==> config.mk <==
export PLATFORM = sky130hd
export DESIGN_NAME = mac_accum
export DESIGN_NICKNAME = d
export VERILOG_FILES = /design/src/rtl/mac_accum_pkg.sv /design/src/rtl/mac_accum_sat_adder.sv /design/src/rtl/mac_accum.sv
export SDC_FILE = /design/constraint.sdc
export NUM_CORES = 1
export LEC_CHECK = 0
export CAP_MARGIN = 10
export CELL_PAD_IN_SITES_DETAIL_PLACEMENT = 1
export CELL_PAD_IN_SITES_GLOBAL_PLACEMENT = 2
export CORE_ASPECT_RATIO = 1.25
export CORE_UTILIZATION = 37
export CTS_BUF_LIST = sky130_fd_sc_hd__clkbuf_16
export CTS_CLUSTER_SIZE = 12
export DETAILED_ROUTE_END_ITERATION = 6
export MAX_ROUTING_LAYER = met4
export PLACE_DENSITY = 0.78
export SYNTH_ARGS = -nofsm -noshare
export SYNTH_HDL_FRONTEND = slang
export SYNTH_SLANG_ARGS = --single-unit
==> constraint.sdc <==
create_clock -name clk -period 4.98 [get_ports clk]
set_clock_uncertainty 0.2 [all_clocks]
set_input_delay 1.494 -clock clk [delete_from_list [all_inputs] [get_ports clk]]
set_output_delay 1.494 -clock clk [all_outputs]
set_load 0.01 [all_outputs]
==> src/rtl/mac_accum_pkg.sv <==
// Shared widths, FSM encodings and the saturating-add overflow helper for the MAC accumulator.
package mac_accum_pkg;

    localparam int ACT_W = 8;
    localparam int WGT_W = 8;
    localparam int ACC_W = 32;
    localparam int LEN_W = 16;

    typedef logic [1:0] mac_state_e;

    localparam mac_state_e ST_IDLE  = 2'd0;
    localparam mac_state_e ST_ACCUM = 2'd1;
    localparam mac_state_e ST_DRAIN = 2'd2;
    localparam mac_state_e ST_DONE  = 2'd3;

    // Two's-complement add overflowed when both operands share a sign the sum does not.
    function automatic logic sat_add_ovf(input logic a_msb, input logic b_msb, input logic sum_msb);
        return (a_msb == b_msb) && (sum_msb != a_msb);
    endfunction

endpackage

==> src/rtl/mac_accum_sat_adder.sv <==
// Signed W-bit adder that clamps to the representable range and flags the clamp.
module sat_adder
    import mac_accum_pkg::*;
#(
    parameter int W = ACC_W
) (
    input  logic signed [W-1:0] a,
    input  logic signed [W-1:0] b,
    output logic signed [W-1:0] sum,
    output logic                ovf
);

    logic [W-1:0] raw_s;

    assign raw_s = a + b;

    // Clamp toward the operands' common sign when the wrapped sum flips sign.
    always_comb begin
        ovf = sat_add_ovf(a[W-1], b[W-1], raw_s[W-1]);
        if (!ovf) begin
            sum = raw_s;
        end else if (a[W-1]) begin
            sum = {1'b1, {(W-1){1'b0}}};
        end else begin
            sum = {1'b0, {(W-1){1'b1}}};
        end
    end

endmodule

==> src/rtl/mac_accum.sv <==
// Byte-serial activation x weight dot product with saturating accumulate, bias, optional ReLU
// and a valid/ready result port.
module mac_accum
    import mac_accum_pkg::*;
#(
    parameter int ACT_WIDTH = ACT_W,
    parameter int WGT_WIDTH = WGT_W,
    parameter int ACC_WIDTH = ACC_W,
    parameter int LEN_WIDTH = LEN_W
) (
    input  logic                        clk,
    input  logic                        rst_n,
    input  logic                        clear,
    input  logic                        start,
    input  logic [LEN_WIDTH-1:0]        acc_len,
    input  logic signed [ACC_WIDTH-1:0] bias,
    input  logic                        relu_en,
    input  logic [ACT_WIDTH-1:0]        in_act_data,
    input  logic                        in_act_valid,
    input  logic [WGT_WIDTH-1:0]        wgt_data,
    output logic                        busy,
    output logic signed [ACC_WIDTH-1:0] result,
    output logic                        result_valid,
    input  logic                        result_ready,
    output logic                        ovf
);

    localparam int PROD_W = ACT_WIDTH + WGT_WIDTH + 1;

    mac_state_e                  state_r;
    mac_state_e                  state_nxt_s;
    logic                        busy_r;
    logic [LEN_WIDTH-1:0]        len_r;
    logic [LEN_WIDTH-1:0]        cnt_r;
    logic signed [ACC_WIDTH-1:0] bias_r;
    logic                        relu_r;
    logic signed [PROD_W-1:0]    prod_r;
    logic                        prod_vld_r;
    logic                        drain_wait_r;
    logic signed [ACC_WIDTH-1:0] acc_r;
    logic signed [ACC_WIDTH-1:0] result_r;
    logic                        result_valid_r;
    logic                        ovf_r;

    logic signed [PROD_W-1:0]    act_ext_s;
    logic signed [PROD_W-1:0]    wgt_ext_s;
    logic signed [PROD_W-1:0]    prod_s;
    logic signed [ACC_WIDTH-1:0] prod_ext_s;
    logic signed [ACC_WIDTH-1:0] acc_sum_s;
    logic                        acc_ovf_s;
    logic signed [ACC_WIDTH-1:0] bias_sum_s;
    logic                        bias_ovf_s;
    logic signed [ACC_WIDTH-1:0] result_nxt_s;
    logic                        beat_s;
    logic                        last_beat_s;
    logic                        drain_fire_s;

    // Activation is zero-extended, weight sign-extended, so the full product fits PROD_W bits.
    assign act_ext_s    = {{(WGT_WIDTH+1){1'b0}}, in_act_data};
    assign wgt_ext_s    = {{(ACT_WIDTH+1){wgt_data[WGT_WIDTH-1]}}, wgt_data};
    assign prod_s       = act_ext_s * wgt_ext_s;
    assign prod_ext_s   = {{(ACC_WIDTH-PROD_W){prod_r[PROD_W-1]}}, prod_r};

    assign beat_s       = (state_r == ST_ACCUM) && in_act_valid;
    assign last_beat_s  = beat_s && ((cnt_r + LEN_WIDTH'(1)) == len_r);
    // A zero-length job waits one bubble so its latency matches a job whose last beat hit START's edge.
    assign drain_fire_s = (state_r == ST_DRAIN) && !prod_vld_r && !drain_wait_r;

    sat_adder #(.W(ACC_WIDTH)) u_acc_add (
        .a   (acc_r),
        .b   (prod_ext_s),
        .sum (acc_sum_s),
        .ovf (acc_ovf_s)
    );

    sat_adder #(.W(ACC_WIDTH)) u_bias_add (
        .a   (acc_r),
        .b   (bias_r),
        .sum (bias_sum_s),
        .ovf (bias_ovf_s)
    );

    // ReLU acts on the already-saturated biased sum.
    always_comb begin
        result_nxt_s = bias_sum_s;
        if (relu_r && bias_sum_s[ACC_WIDTH-1]) begin
            result_nxt_s = {ACC_WIDTH{1'b0}};
        end else begin
            result_nxt_s = bias_sum_s;
        end
    end

    // Next-state decode; clear overrides every transition including a coincident start.
    always_comb begin
        state_nxt_s = state_r;
        if (clear) begin
            state_nxt_s = ST_IDLE;
        end else begin
            case (state_r)
                ST_IDLE: begin
                    if (start) begin
                        if (acc_len != {LEN_WIDTH{1'b0}}) begin
                            state_nxt_s = ST_ACCUM;
                        end else begin
                            state_nxt_s = ST_DRAIN;
                        end
                    end else begin
                        state_nxt_s = ST_IDLE;
                    end
                end
                ST_ACCUM: begin
                    if (last_beat_s) begin
                        state_nxt_s = ST_DRAIN;
                    end else begin
                        state_nxt_s = ST_ACCUM;
                    end
                end
                ST_DRAIN: begin
                    if (drain_fire_s) begin
                        state_nxt_s = ST_DONE;
                    end else begin
                        state_nxt_s = ST_DRAIN;
                    end
                end
                ST_DONE: begin
                    if (result_ready) begin
                        state_nxt_s = ST_IDLE;
                    end else begin
                        state_nxt_s = ST_DONE;
                    end
                end
                default: state_nxt_s = ST_IDLE;
            endcase
        end
    end

    // State, two-stage multiply/accumulate pipe, result register and sticky overflow.
    always_ff @(posedge clk or negedge rst_n) begin
        if (!rst_n) begin
            state_r        <= ST_IDLE;
            busy_r         <= 1'b0;
            len_r          <= {LEN_WIDTH{1'b0}};
            cnt_r          <= {LEN_WIDTH{1'b0}};
            bias_r         <= {ACC_WIDTH{1'b0}};
            relu_r         <= 1'b0;
            prod_r         <= {PROD_W{1'b0}};
            prod_vld_r     <= 1'b0;
            drain_wait_r   <= 1'b0;
            acc_r          <= {ACC_WIDTH{1'b0}};
            result_r       <= {ACC_WIDTH{1'b0}};
            result_valid_r <= 1'b0;
            ovf_r          <= 1'b0;
        end else begin
            state_r <= state_nxt_s;
            busy_r  <= (state_nxt_s != ST_IDLE);
            if (clear) begin
                prod_vld_r     <= 1'b0;
                drain_wait_r   <= 1'b0;
                result_valid_r <= 1'b0;
                ovf_r          <= 1'b0;
            end else begin
                prod_vld_r   <= beat_s;
                drain_wait_r <= 1'b0;
                if (beat_s) begin
                    prod_r <= prod_s;
                    cnt_r  <= cnt_r + LEN_WIDTH'(1);
                end
                if (prod_vld_r) begin
                    acc_r <= acc_sum_s;
                    if (acc_ovf_s) begin
                        ovf_r <= 1'b1;
                    end
                end
                case (state_r)
                    ST_IDLE: begin
                        if (start) begin
                            len_r        <= acc_len;
                            bias_r       <= bias;
                            relu_r       <= relu_en;
                            acc_r        <= {ACC_WIDTH{1'b0}};
                            cnt_r        <= {LEN_WIDTH{1'b0}};
                            ovf_r        <= 1'b0;
                            drain_wait_r <= (acc_len == {LEN_WIDTH{1'b0}});
                        end
                    end
                    ST_ACCUM: begin
                    end
                    ST_DRAIN: begin
                        if (drain_fire_s) begin
                            result_r       <= result_nxt_s;
                            result_valid_r <= 1'b1;
                            if (bias_ovf_s) begin
                                ovf_r <= 1'b1;
                            end
                        end
                    end
                    ST_DONE: begin
                        if (result_ready) begin
                            result_valid_r <= 1'b0;
                        end
                    end
                    default: begin
                        result_valid_r <= 1'b0;
                    end
                endcase
            end
        end
    end

    assign busy         = busy_r;
    assign result       = result_r;
    assign result_valid = result_valid_r;
    assign ovf          = ovf_r;

endmodule

# Word level (Yosys, flattened, before mapping)
# Index checks and enable logic that the tools add are counted.
# op_classes
addsub	3
n_mul	1
n_eq_ne	10
n_mux	32
n_bitwise	1
reduce_logical	18
# ops
cell	n
32-bit 2-to-1 mux	7
16-bit 2-to-1 mux	3
32-bit by 17-bit adder with 32-bit output	1
32-bit adder	1
9-bit by 8-bit multiplier with 17-bit output	1
16-bit by 1-bit adder with 16-bit output, second input constant	1
16-bit equality test	1
16-bit zero test	1
16-bit nonzero test	1
1-bit 2-to-1 mux	14
2-bit 2-to-1 mux	5
3-bit AND reduction	3
2-bit case mux with 4 select lines	1
1-bit logical AND	7
3-bit != test, second input constant	2
2-bit equality test, second input constant	2
1-bit case mux with 2 select lines	2
3-bit nonzero test	1
1-bit equality test	2
2-bit by 1-bit equality test with 1-bit output, second input constant	1
1-bit zero test	2
2-bit zero test	1
1-bit != test	2
2-bit AND reduction	1
other kinds (2)	2
# word_totals
reg_bits	153
in_bits	71
out_inout_bits	35
elab_cells	78

# Longest topological paths before layout
# Gate-level depths: netlist of run 1.
# depth
word_depth	9
mapped_depth	20
ltp_nobuf	19

# Modules after synthesis
# A second synthesis of run 1 with hierarchy kept.
# hier_totals
hier_cells	1497
area_unflattened_um2	13027.5
# modules_own_cells
module	n_inst	cells_per_inst	area_each_um2	seq_area_each_um2
mac_accum	1	899	8808.4	3828.7
sat_adder	2	299	2109.5	0.0

# Worst setup path after synthesis of run 1
# No wires, ideal clock.
# synth_path
kind	input port to flip-flop
from	input wgt_data[7]
to	register prod_r[16]
setup_time_ns	0.087
arrival_ns	5.389
required_ns	4.693
setup_slack_ns	-0.695
cell_stages	17
n_path_buf	0
cell_sequence	inv_1 -> fa_1 -> fa_1 -> inv_1 -> fa_1 -> inv_1 -> fa_1 -> inv_1 -> ha_1 -> o21ai_0 -> a21boi_1 -> o21ai_0 -> a21boi_1 -> o2111a_1 -> nor3_1 -> or4b_1 -> o211ai_1
# synth_between
elab_chain_cells	1
# synth_rtl
element	line	rtl
from (decl)	mac_accum.sv:20	input logic [WGT_WIDTH-1:0] wgt_data,
9-bit by 8-bit multiplier with 17-bit output	mac_accum.sv:61	assign prod_s = act_ext_s * wgt_ext_s;
to (signal assigned)	mac_accum.sv:146	prod_r <= {PROD_W{1'b0}};
to (signal assigned)	mac_accum.sv:165	prod_r <= prod_s;
to (decl)	mac_accum.sv:37	logic signed [PROD_W-1:0] prod_r;
# Every way passes these cells.
# A chain may end at the register's enable or synchronous reset.

# Final worst setup path of run 1
# layout_path
from	input wgt_data[3]
to	register prod_r[16]
# The elaborated chain is that of the path after synthesis.

==> impl_metrics.toml, run 1 <==
[die]
chipHeight_um = 203
die_x_um = 163
core-area_um2 = 31800
rows = 73
die-area_um2 = 33100
initial_utilization_pct = 37.7
ioPinCount = 106

[timing]
max_freq_ghz = 0.188
fin_crit_sh_pct = 107
hold_violations = 0
rsz0062_at_grt = "true"
relSlewSlack_pct = 24.1
worstMarginPinSlew_ns = 1.12
setup_viol = 5
min_period_ns = 5.32
maxSlewViolCount = 0
layout_setup_ws_ns = -0.338

[worst_setup_path]
end_kind = "register"
crit_fanout = 5
crit_chain = "buf_6, buf_6, and2_1, ha_4, fa_1, ha_1, inv_2, fa_1, inv_1, ha_2, inv_2, fa_2, nor2b_4, o21ai_4, a21boi_4, o21ai_2, a21boi_2, o2111a_1, nor3_2, or4b_1, o211ai_1"
cp-startpoint = "wgt_data[3]"
critPathRequiredTime_ns = 5.12
worstSetupPathType = "input port to register"
reg2reg_depth = 17
rr_endpoint = "acc_r[30]"
max_stage_delay_ns = 0.49
rr_startpoint = "acc_r[3]"
cp.arrival_ns = 5.46
regToRegSetupSlack_ns = 0.46
crit_slowest_cell = "or4b_1"
start_kind = "input port"

[route]
met1_length_mm = 14.4
wire_per_inst_um = 17.1
wl_mm = 32.4
viasPerCell = 5.28
drc = 0
drtAntennaViolNets = 0
dr.first_iter.drc_count = 353
highest_layer = "met4"
drtPass1Iterations = 4
dr_wl_met3_um = 586
route.met2.wl_mm = 16.9
vias = 10000

[power_and_ir_drop]
p_leak_nw = 6.97
p_int_mw = 3.30
clkPwrFrac_pct = 26.2
p_sw_share_pct = 36.0
comb_power_share_pct = 44.2
vdd_drop_max_mv = 0.184
seqPwrFrac_pct = 29.7
p_sw_mw = 1.86
powerDensity_nw_per_um2 = 349

[global_routing]
antenna_found_initial = 0
grtUsageTotal_pct = 21.3
grt_overflow = 0
grt_pass1_vias = 10900
grt_start_max_net_pins = 76
grt_pass1_wl_mm = 54.9

[clocking]
h-tree-depth = 4
cts_buffers = 17
cts_root_buf = "clkbuf_16"
clk_latency_ns = 0.43
cts_buffer_depth = 2
cts.clk_slew.worst_paths_ns = 0.06
cts.sinks = 153
cts_hold_buf = 0
cts_tree = "yes"

[min_path]
hold_end = "result[16]"
min_path_cells = 2
min_path_type = "register to register"
hp-start = "result[16]"

[finish]
design_area_um2 = 14800
fin_cells = 1893
utilization_pct = 46.5
layout-drive-gt1-share_pct = 16.1
nNetsFinal = 1687
area_growth_pct = 23.5
diodes = 0

[logic_synthesis]
ys_types = 76
synth_fp_nets = 1537
syn_area_per_cell_um2 = 9.07
syn_inst = 1320
synth-main-ff-cell = "dfrtp_1"
ys_async_sr_fraction_pct = 100
synth_edf_count = 0
ys_seq_area_share_pct = 32.0
synthesis.area_um2 = 12000
synth_warnings = 0
synth_seq_cells = 153

[place]
hpwl_mm = 25.1
port_buffers = 105
placed_area_um2 = 14000
pre_cts_ws_ns = -1.38
dp.cells = 1854
place_congestion = 0.820

[run]
cap_viol_max_count = 0

[run_status]
failed_checks = "negative setup slack"
status = "complete, but fails checks"
## worst max path at each step
stage                       to  slack, ns  cells past startpoint
CTS                 prod_r[16]      -0.35                     18
detailed placement  prod_r[16]      -1.38                     18
global placement    prod_r[16]      -1.28                     18
floorplan           prod_r[16]      -0.53                     17
finish              prod_r[16]      -0.34                     21
global route        prod_r[16]      -0.51                     21
## timing repair
item                                    in CTS  in global routing
setup buffers                                7                  3
endpoints found under the setup margin      10                 35
gates resized for setup                    115                 17
pin swaps                                   22                 23
## kinds of logic after synthesis
kind of cell / after synthesis / share of synthesized area [%]
mux: 50 / 4.68
flops: 153 / 32.0
compound gates: 306 / 16.4
buf+inv: 123 / 4.04
fa+ha+maj: 146 / 17.8
simple gates: 452 / 18.5
xor+xnor: 90 / 6.58
## state kept, by name, indices dropped and copies added (netlist names), 2 cells and up
name / flops
acc_r: 32
bias_r: 32
result: 32
prod_r: 17
cnt_r: 16
len_r: 16
state_r: 2
## synthesized netlist by cell type, types with 3 or more instances
master / number / area [µm²]
nor4_1: 6 / 37.5
nand2b_1: 9 / 56.3
a211oi_1: 10 / 75.1
o31ai_1: 38 / 285
and3_1: 13 / 81.3
and4_1: 3 / 26.3
dfrtp_1: 153 / 3830
nor3_1: 47 / 235
a31oi_1: 5 / 31.3
nor4_2: 5 / 62.6
o21ai_0: 75 / 375
or3_1: 6 / 37.5
a221oi_1: 5 / 43.8
a21o_1: 37 / 278
nand4_1: 13 / 81.3
xor2_1: 36 / 315
buf_1: 6 / 22.5
nor2_1: 68 / 255
ha_1: 106 / 1330
a221o_1: 4 / 40.0
o211ai_1: 11 / 82.6
nand3_1: 28 / 140
buf_2: 6 / 30.0
xnor2_1: 54 / 473
clkbuf_1: 37 / 139
o21bai_1: 7 / 52.6
o21ai_1: 8 / 40.0
and2_1: 47 / 294
a21boi_0: 4 / 30.0
mux2_2: 48 / 541
o21a_1: 4 / 30.0
nand2_1: 176 / 661
fa_1: 40 / 801
a21oi_1: 70 / 350
nor2b_1: 8 / 50.1
inv_1: 71 / 267
## routing by layer
layer	track usage, %	vias to the layer above
li1	-	4964
met1	24.8	4884
met2	38.6	120
met3	2.30	32
met4	5.27	0
met5	-	-
## critical path, delay by kind of cell
kind,cells,cell delay (ns)
AO/OA/AOI/OAI,6,0.78
AND/OR/NAND/NOR,4,0.84
buffers and inverters,5,0.37
adder cells (fa/ha/maj),6,1.95
## layout make-up
type | count | area (µm²)
Clock inverter | 13 | 166
Timing Repair Buffer | 182 | 1660
Sequential cell | 153 | 3830
Inverter | 72 | 274
Fill cell | 3681 | 17000
Tap cell | 412 | 515
Clock buffer | 17 | 425
Multi-Input combinational cell | 1044 | 7920
## per-stage QoR
step | total power, mW | TNS (ns) | hold slack, ns
floorplan | 3.00 | -1.49 | 0.245
global placement | 3.66 | -9.02 | 0.259
detailed placement | 3.72 | -10.25 | 0.267
CTS | 5.20 | -1.18 | 0.280
global route | 5.56 | -2.17 | 0.308
finish | 5.16 | -1.15 | 0.273
## cells in the final DEF, fill, tap and decap left out, types with 37 or more instances in the layout
master,instances
o21ai_0,66
and2_1,39
inv_1,67
ha_1,97
nand2_1,172
nor3_1,45
clkdlybuf4s50_1,88
dfrtp_1,153
buf_4,76
nor2_1,65
xnor2_1,54
a21oi_1,68
mux2_2,48
a21o_1,37
o31ai_1,38
## power groups by stage
stage	Sequential [mW]	Clock [mW]	Combinational, mW
after CTS	1.54	1.38	2.28
after detailed placement	1.56	0	2.17
after global placement	1.55	0	2.11
after global routing	1.56	1.43	2.57
after floorplan	1.51	0	1.48
final	1.53	1.35	2.28
(Power assumes the default switching activity.)
==> run 2: changes to the inputs <==
Settings changed: CORE_UTILIZATION 37 to 33, PLACE_DENSITY 0.78 to 0.74.
Clock period 4.98 ns to 4.3 ns, I/O delays scaled along.
==> impl_metrics.toml, run 2 (synthesized netlist as in run 1, its figures left out) <==
[power_and_ir_drop]
vdd_drop_max_mv = 0.261
powerDensity_nw_per_um2 = 397
p_leak_nw = 7.35

[timing]
hold_ws_ns = 0.274
rsz0062_at_grt = "true"
layout_setup_ws_ns = -0.819
max_freq_ghz = 0.195
worstMarginPinSlew_ns = 0.795
relSlewSlack_pct = 46.4
min_period_ns = 5.12
fin_crit_sh_pct = 119
maxSlewViolCount = 0
hold_violations = 0
setup_viol = 12

[global_routing]
grt_overflow = 0
grt_pass1_vias = 11500
grt_pass1_wl_mm = 58.0
grt_start_max_net_pins = 69
antenna_found_initial = 0
grtUsageTotal_pct = 20.3

[worst_setup_path]
crit_fanout = 5
reg2reg_depth = 17
max_stage_delay_ns = 0.46
cp.arrival_ns = 5.27
crit_slowest_cell = "or4b_1"
regToRegSetupSlack_ns = -0.06
rr_endpoint = "acc_r[30]"
worstSetupPathType = "input port to register"
rr_startpoint = "prod_r[16]"
end_kind = "register"
critPathRequiredTime_ns = 4.45
start_kind = "input port"
crit_chain = "buf_12, buf_6, and2_4, ha_2, fa_1, ha_1, inv_2, fa_1, inv_1, ha_2, inv_2, fa_2, nor2b_4, o21ai_4, a21boi_4, o21ai_2, a21boi_2, o2111a_2, nor3_2, or4b_1, o211ai_1"

[min_path]
min_path_cells = 2
min_path_type = "register to register"
hp-start = "result[17]"
hold_end = "result[17]"

[finish]
design_area_um2 = 15600
layout-drive-gt1-share_pct = 22.4
final_cell_mix = "nand2_1 (165), dfrtp_1 (153), buf_4 (122)"
nNetsFinal = 1755
layout_commonest_cell = "nand2_1"
area_growth_pct = 30.2
diodes = 0

[clocking]
clk_latency_ns = 0.44
cts_tree = "yes"
h-tree-depth = 4
cts_buffer_depth = 2
cts.sinks = 153
cts_hold_buf = 0
cts_buffers = 17
cts_root_buf = "clkbuf_16"
cts.clk_slew.worst_paths_ns = 0.06

[die]
die_x_um = 172
chipHeight_um = 215
die-area_um2 = 37100
core-area_um2 = 35600
rows = 77
initial_utilization_pct = 33.7
ioPinCount = 106

[route]
wire_per_inst_um = 17.1
dr.first_iter.drc_count = 416
wl_mm = 34.7
drc = 0
drtAntennaViolNets = 0
vias = 10300
drtPass1Iterations = 6
viasPerCell = 5.10

[run]
cap_viol_max_count = 0

[place]
place_congestion = 0.890
pre_cts_ws_ns = -1.89
placed_area_um2 = 14500
port_buffers = 105
hpwl_mm = 27.8

[run_status]
failed_checks = "negative setup slack"
status = "complete, but fails checks"
## run 2: changes by cell type in the layout (fill, tap and decap cells not counted), moves of 4 or more
cell / change
inv_2: +4
buf_6: +16
buf_4: +46
nand2_2: +5
and2_1: -8
buf_8: +4
inv_6: +7
nand2_1: -7
inv_1: -9
and2_4: +8
## run 2: area by class of cell
type	instances	area, µm²
fill	4060	20000
multi-input combinational	1044	8040
sequential	153	3830
timing repair buffer	250	2290
tap	474	593
clock buffer	17	425
inverter	72	274
clock inverter	15	138
## run 2: metrics by stage
stage	instances	power [mW]	util [%]	setup TNS, ns
after global placement	1979	4.42	40.9	-17.15
after global routing	2025	6.65	43.9	-8.78
after detailed placement	1979	4.50	40.9	-20.29
after floorplan	1320	3.47	-	-8.85
final	2025	6.20	43.9	-4.57
after CTS	2019	6.19	43.3	-5.27
## run 2: what timing repair did
item                                    4_1_cts  5_1_grt
pin swaps                                    49       47
setup buffers                                 9        8
gates resized for setup                     134       64
endpoints found under the setup margin       42       42
## run 2: metal layers
layer / wire [µm] / vias to the layer above / GRT usage, %
li1: - / 5095 / -
met1: 14600 / 5049 / 23.0
met2: 18400 / 140 / 36.7
met3: 735 / 43 / 1.97
met4: 930 / 0 / 7.02
met5: 0 / - / -
## run 2: worst max path at each step
stage                   start         end  slack [ns]
4_1_cts           wgt_data[4]  prod_r[16]       -0.83
3_5_place_dp   in_act_data[3]  prod_r[16]       -1.89
2_1_floorplan     wgt_data[7]  prod_r[16]       -1.00
5_1_grt           wgt_data[2]  prod_r[16]        -1.0
6_report          wgt_data[2]  prod_r[16]       -0.82
3_3_place_gp   in_act_data[3]  prod_r[16]       -1.77
## run 2: power breakdown
part	total [mW]	internal, mW	switching [mW]
Clock	1.48	0.807	0.671
Combinational	2.95	1.44	1.50
Sequential	1.77	1.62	0.150
## run 2: critical path: cells and delay by family
kind / cells / cell delay [ns]
adder cells (fa/ha/maj): 6 / 1.97
AND/OR/NAND/NOR: 4 / 0.80
AO/OA/AOI/OAI: 6 / 0.80
buffers and inverters: 5 / 0.38
